--- src/rtl/spi_pkg.sv ---
// Shared state encoding, frame size and width helper for the SPI frame slave.
package spi_pkg;

  typedef enum logic [1:0] {
    ST_ARM   = 2'd0,
    ST_IDLE  = 2'd1,
    ST_SHIFT = 2'd2
  } spi_state_e;

  localparam int SPI_FRAME_BYTES = 5;

  function automatic int frame_width(input int bytes);
    return 8 * bytes;
  endfunction

endpackage

--- src/rtl/spi_sync_edge.sv ---
// Multi-flop synchronizer with registered rise/fall pulses derived from the
// synchronized level and one extra history flop.
module spi_sync_edge #(
  parameter int WIDTH  = 1,
  parameter int STAGES = 2
) (
  input  logic             clk,
  input  logic             rst,
  input  logic [WIDTH-1:0] din,
  output logic [WIDTH-1:0] level,
  output logic [WIDTH-1:0] rise,
  output logic [WIDTH-1:0] fall
);

  logic [STAGES-1:0][WIDTH-1:0] sync_q, sync_d;
  logic [WIDTH-1:0]             prev_q, prev_d;
  logic [WIDTH-1:0]             rise_q, rise_d;
  logic [WIDTH-1:0]             fall_q, fall_d;

  always_comb begin
    sync_d = {sync_q[STAGES-2:0], din};
    prev_d = sync_q[STAGES-1];
    rise_d = sync_q[STAGES-1] & ~prev_q;
    fall_d = ~sync_q[STAGES-1] & prev_q;
  end

  always_ff @(posedge clk) begin
    if (rst) begin
      sync_q <= '0;
      prev_q <= '0;
      rise_q <= '0;
      fall_q <= '0;
    end else begin
      sync_q <= sync_d;
      prev_q <= prev_d;
      rise_q <= rise_d;
      fall_q <= fall_d;
    end
  end

  assign level = sync_q[STAGES-1];
  assign rise  = rise_q;
  assign fall  = fall_q;

endmodule

--- src/rtl/spi_frame_slave.sv ---
// SPI mode-0 fixed-frame responder, oversampled in the clk domain.
// Build option SPI_FRAME_SLAVE_MISO_TRISTATE_EN: miso floats (z) outside SHIFT.
module spi_frame_slave
  import spi_pkg::*;
#(
  parameter int FRAME_BYTES = SPI_FRAME_BYTES,
  parameter int SYNC_STAGES = 2
) (
  input  logic                                clk,
  input  logic                                rst,
  input  logic                                sclk,
  input  logic                                cs_n,
  input  logic                                mosi,
  output logic                                miso,
  input  logic [frame_width(FRAME_BYTES)-1:0] tx_frame,
  output logic [frame_width(FRAME_BYTES)-1:0] rx_frame,
  output logic                                rx_valid,
  output logic                                rx_err,
  output logic                                busy
);

  localparam int              FW        = frame_width(FRAME_BYTES);
  localparam int              BCW       = $clog2(FRAME_BYTES + 1);
  localparam logic [BCW-1:0]  LAST_BYTE = BCW'(FRAME_BYTES);

  logic sclk_lvl, sclk_rise, sclk_fall;
  logic cs_lvl, cs_rise, cs_fall;
  logic mosi_lvl, mosi_rise, mosi_fall;
  logic unused_edges;

  spi_state_e      state_q, state_d;
  logic [FW-1:0]   tx_sr_q, tx_sr_d;
  logic [FW-1:0]   rx_sr_q, rx_sr_d;
  logic [FW-1:0]   rx_frame_q, rx_frame_d;
  logic [2:0]      bit_cnt_q, bit_cnt_d;
  logic [BCW-1:0]  byte_cnt_q, byte_cnt_d;
  logic            overrun_q, overrun_d;
  logic            miso_q, miso_d;
  logic            rx_valid_q, rx_valid_d;
  logic            rx_err_q, rx_err_d;

  spi_sync_edge #(.WIDTH(1), .STAGES(SYNC_STAGES)) u_sclk_sync (
    .clk(clk), .rst(rst), .din(sclk), .level(sclk_lvl), .rise(sclk_rise), .fall(sclk_fall)
  );

  spi_sync_edge #(.WIDTH(1), .STAGES(SYNC_STAGES)) u_cs_sync (
    .clk(clk), .rst(rst), .din(cs_n), .level(cs_lvl), .rise(cs_rise), .fall(cs_fall)
  );

  spi_sync_edge #(.WIDTH(1), .STAGES(SYNC_STAGES)) u_mosi_sync (
    .clk(clk), .rst(rst), .din(mosi), .level(mosi_lvl), .rise(mosi_rise), .fall(mosi_fall)
  );

  assign unused_edges = sclk_lvl ^ mosi_rise ^ mosi_fall;

  always_comb begin
    state_d    = state_q;
    tx_sr_d    = tx_sr_q;
    rx_sr_d    = rx_sr_q;
    rx_frame_d = rx_frame_q;
    bit_cnt_d  = bit_cnt_q;
    byte_cnt_d = byte_cnt_q;
    overrun_d  = overrun_q;
    miso_d     = miso_q;
    rx_valid_d = 1'b0;
    rx_err_d   = 1'b0;
    case (state_q)
      // Wait out any frame that was already running when reset released.
      ST_ARM: begin
        miso_d = 1'b0;
        if (cs_lvl) state_d = ST_IDLE;
        else        state_d = ST_ARM;
      end
      ST_IDLE: begin
        if (cs_fall) begin
          tx_sr_d    = tx_frame;
          bit_cnt_d  = 3'd0;
          byte_cnt_d = '0;
          overrun_d  = 1'b0;
          miso_d     = tx_frame[FW-1];
          state_d    = ST_SHIFT;
        end else begin
          miso_d  = 1'b0;
          state_d = ST_IDLE;
        end
      end
      ST_SHIFT: begin
        // Deselect wins over a coincident sclk rise; that edge is dropped.
        if (cs_rise) begin
          if (byte_cnt_q == LAST_BYTE && bit_cnt_q == 3'd0 && !overrun_q) begin
            rx_frame_d = rx_sr_q;
            rx_valid_d = 1'b1;
          end else begin
            rx_err_d = 1'b1;
          end
          miso_d  = 1'b0;
          state_d = ST_IDLE;
        end else if (sclk_rise) begin
          if (byte_cnt_q == LAST_BYTE) begin
            overrun_d = 1'b1;
          end else begin
            rx_sr_d   = {rx_sr_q[FW-2:0], mosi_lvl};
            bit_cnt_d = bit_cnt_q + 3'd1;
            if (bit_cnt_q == 3'd7) byte_cnt_d = byte_cnt_q + BCW'(1);
            else                   byte_cnt_d = byte_cnt_q;
          end
        end else if (sclk_fall) begin
          tx_sr_d = {tx_sr_q[FW-2:0], 1'b0};
          miso_d  = tx_sr_q[FW-2];
        end else begin
          state_d = ST_SHIFT;
        end
      end
      default: begin
        miso_d  = 1'b0;
        state_d = ST_ARM;
      end
    endcase
  end

  always_ff @(posedge clk) begin
    if (rst) begin
      state_q    <= ST_ARM;
      tx_sr_q    <= '0;
      rx_sr_q    <= '0;
      rx_frame_q <= '0;
      bit_cnt_q  <= 3'd0;
      byte_cnt_q <= '0;
      overrun_q  <= 1'b0;
      miso_q     <= 1'b0;
      rx_valid_q <= 1'b0;
      rx_err_q   <= 1'b0;
    end else begin
      state_q    <= state_d;
      tx_sr_q    <= tx_sr_d;
      rx_sr_q    <= rx_sr_d;
      rx_frame_q <= rx_frame_d;
      bit_cnt_q  <= bit_cnt_d;
      byte_cnt_q <= byte_cnt_d;
      overrun_q  <= overrun_d;
      miso_q     <= miso_d;
      rx_valid_q <= rx_valid_d;
      rx_err_q   <= rx_err_d;
    end
  end

  assign busy     = (state_q == ST_SHIFT);
  assign rx_frame = rx_frame_q;
  assign rx_valid = rx_valid_q;
  assign rx_err   = rx_err_q;

`ifdef SPI_FRAME_SLAVE_MISO_TRISTATE_EN
  assign miso = busy ? miso_q : 1'bz;
`else
  assign miso = miso_q;
`endif

endmodule
--- config.mk ---
export PLATFORM = sky130hd
export DESIGN_NAME = spi_frame_slave
export DESIGN_NICKNAME = d
export VERILOG_FILES = /design/src/rtl/spi_pkg.sv /design/src/rtl/spi_sync_edge.sv /design/src/rtl/spi_frame_slave.sv
export SDC_FILE = /design/constraint.sdc
export NUM_CORES = 1
export LEC_CHECK = 0
export CAP_MARGIN = 20
export CORE_UTILIZATION = 59
export DETAILED_ROUTE_END_ITERATION = 12
export PLACE_DENSITY = 0.85
export SYNTH_ARGS = -nofsm -noshare
export SYNTH_HDL_FRONTEND = slang
export SYNTH_SLANG_ARGS = --single-unit
--- constraint.sdc ---
create_clock -name clk -period 4.4 [get_ports clk]
set_clock_uncertainty 0.15 [all_clocks]
set_input_delay 0.88 -clock clk [delete_from_list [all_inputs] [get_ports clk]]
set_output_delay 0.88 -clock clk [all_outputs]
set_load 0.02 [all_outputs]
==> metrics.txt <==
status finished clean; Critical Setup Path Class flop to primary output; largest net degree at the start of global routing between 100 and 150; relative slew slack 0.279; Iteration-0 DRC Markers ~280; Internal Power 2340 uW; max cap viols 0; vias 5122; CTS H-tree lvls 4; GRT overflow 0; switch share 0.221; main flop type after synthesis dfxtp_1; Worst setup SP type flop; Slew Viols, Final 0; Synth cell types 44; hold path start u_cs_sync.prev_q; Nets 806; DR DRC count 0; CP max FO 4; P_sw between 600 and 700 uW; Mean Syn Cell Area 8.99 um2; Total GRT Usage 0.248; Fin. Hold Viols 0; logic gate share of total power 0.051; PortBufs 88; # IOs 89; Core Util, Final 0.756; Sequential Power Share 0.441; initial antenna violation count 0; post-CTS setup buffers 0; Post-synth EDFFs 0; count of final setup violators 0; Clock Latency Late Sink 530 ps; count leader, synth nand2_1; cells taking the most area after synthesis dfxtp_1 46%, mux2i_1 13%, nand2_1 9.6%; clock share of power 0.508; routed length per placed instance 14.9 um; crit path buf inv count 2; Min-Delay Path Class flop to flop; Reg2Reg Depth 5; drt pass-1 iters 5; share of layout cells above drive strength 1 0.114; first-pass GRT wire length 22100 um; clock buffer depth 2; Syn Inst Count 698; YS warnings 0; final critical-path share of the clock period 0.653; Yosys reg bits 143; DP Worst Slack 1760 ps; Final min period between 2000 and 3000 ps; slowest cell delay on critical path 610 ps; vias in the first global route 4823; peak supply drop approximately 0.24 mV; Core Box Area 10300 um2; clock tree root driver cell clkbuf_8; post_cts resized 0; Detailed Route WL 13400 um; Critical Path, Cell by Cell inv_1 -> ha_2 -> clkdlybuf4s50_1; Pwr per Cell Area just under 400 nW/um2; row cnt 37; DIE WIDTH 105 um; Synth async-reset ratio 0; family with the most delay on the worst path buffers and inverters; Die Span Y 105 um; dpl hpwl 7980 um; r2r setup slk ~1700 ps; hold path depth 1; Syn Nets 753; Slew @ Worst Pin between 1000 and 1500 ps; crit path setup slack, layout 1530 ps; Min Hold Slack about 270 ps; required time worst endpoint 3370 ps; WP data arrival 1840 ps; routability cong. 0.862; top post-synthesis cells by count 160 x nand2_1, 143 x dfxtp_1, 79 x mux2i_1; synthesized area 6270 um2; Initial Utilization 0.608; register area share after synthesis 0.456; synthesis-to-finish area growth 24.4%; TritonCTS clock tree built; Fmax between 300 and 400 MHz; crit end category primary output; die area 11100 um2; slowest CP cell clkdlybuf4s50_1; R2R Path Start state_q[1]; post-synth top area share 0.456; Setup TNS 0 ps; worst r2r dst tx_sr_q[18]; diode count 0; clock-pin slew of the registers on the worst-case setup and hold paths 60 ps; RSZ-0062 raised after global routing false; clk sinks about 140; TritonCTS buffer count 17; Antenna Nets Post-Route 0; Post-CTS Hold Buffers 0; drt via density approximately 5.7; LEAKAGE 0.00285 uW; area leader, netlist dfxtp_1; Hold Crit Endpoint u_cs_sync.rise
metal layers:
layer	global-route usage	wire length (um)	up-vias	share of wire
met5	0	0	-	0
met2	0.420	6680	168	0.50
li1	-	-	2511	-
met1	0.301	5810	2418	0.43
met4	0.0936	242	0	0.018
met3	0.0661	685	25	0.051
cell families after synthesis:
logic type | after synthesis | synth area share
AOI/OAI and AO/OA | 105 | 0.0987
adders and majority gates | 10 | 0.0199
buffers and inverters | 69 | 0.0495
DFF | 143 | 0.456
muxes | 117 | 0.194
and+or+nand+nor | 254 | 0.181
through the flow:
stage / std cells / cell area (um2) / total power, uW
final: 900 / 7800 / 3000
after global routing: 900 / 7800 / 3080
after CTS: 898 / 7750 / 3010
after detailed placement: 866 / 7120 / 1500
after global placement: 866 / 7120 / 1490
after floorplan: 698 / 6270 / 1440
worst max path at each step:
stage          cells past startpoint  startpoint     endpoint  slack [ps]
2_1_floorplan                      8  state_q[1]  tx_sr_q[10]        2460
5_1_grt                            3  state_q[0]         busy        1470
3_3_place_gp                       5  state_q[1]  tx_sr_q[15]        1880
4_1_cts                            3  state_q[0]         busy        1510
6_report                           3  state_q[0]         busy        1530
3_5_place_dp                       5  state_q[1]  tx_sr_q[30]        1760
layout make-up:
class                   count  area (um2)
multi-input cells         486        3130
flip-flops and latches    143        2860
fillers                   697        2520
repair buffers             95         981
clock buffers              18         428
clock inverters            14         205
well taps                 136         170
inverters                   8        32.5
power groups by stage:
stage          registers [uW]  clock network, uW  logic (uW)
6_report                 1320               1520         152
5_1_grt                  1320               1590         166
4_1_cts                  1320               1530         149
3_5_place_dp             1350                  0         148
3_3_place_gp             1350                  0         143
2_1_floorplan            1350                  0        97.3
cell usage in the layout, fill, tap and decap left out, drive strengths merged, types with 4 or more instances in the layout:
| master | count |
|---|---|
| nor2b | 16 |
| clkbuf | 18 |
| nand4 | 8 |
| mux2i | 79 |
| clkinv | 6 |
| mux2 | 38 |
| and2 | 4 |
| inv | 11 |
| bufinv | 4 |
| ha | 10 |
| o211ai | 6 |
| o21ai | 40 |
| clkdlybuf4s50 | 87 |
| buf | 8 |
| a21oi | 41 |
| nand3 | 46 |
| dfxtp | 143 |
| nand2 | 160 |
flip-flops by register name, summed over array words and instances (netlist names), 2 cells and up:
register and flops:
tx_sr_q 39, rx_frame 40, state_q 2, bit_cnt_q 3, byte_cnt_q 3, rx_sr_q 40
Power figures use the tool's default switching activity.
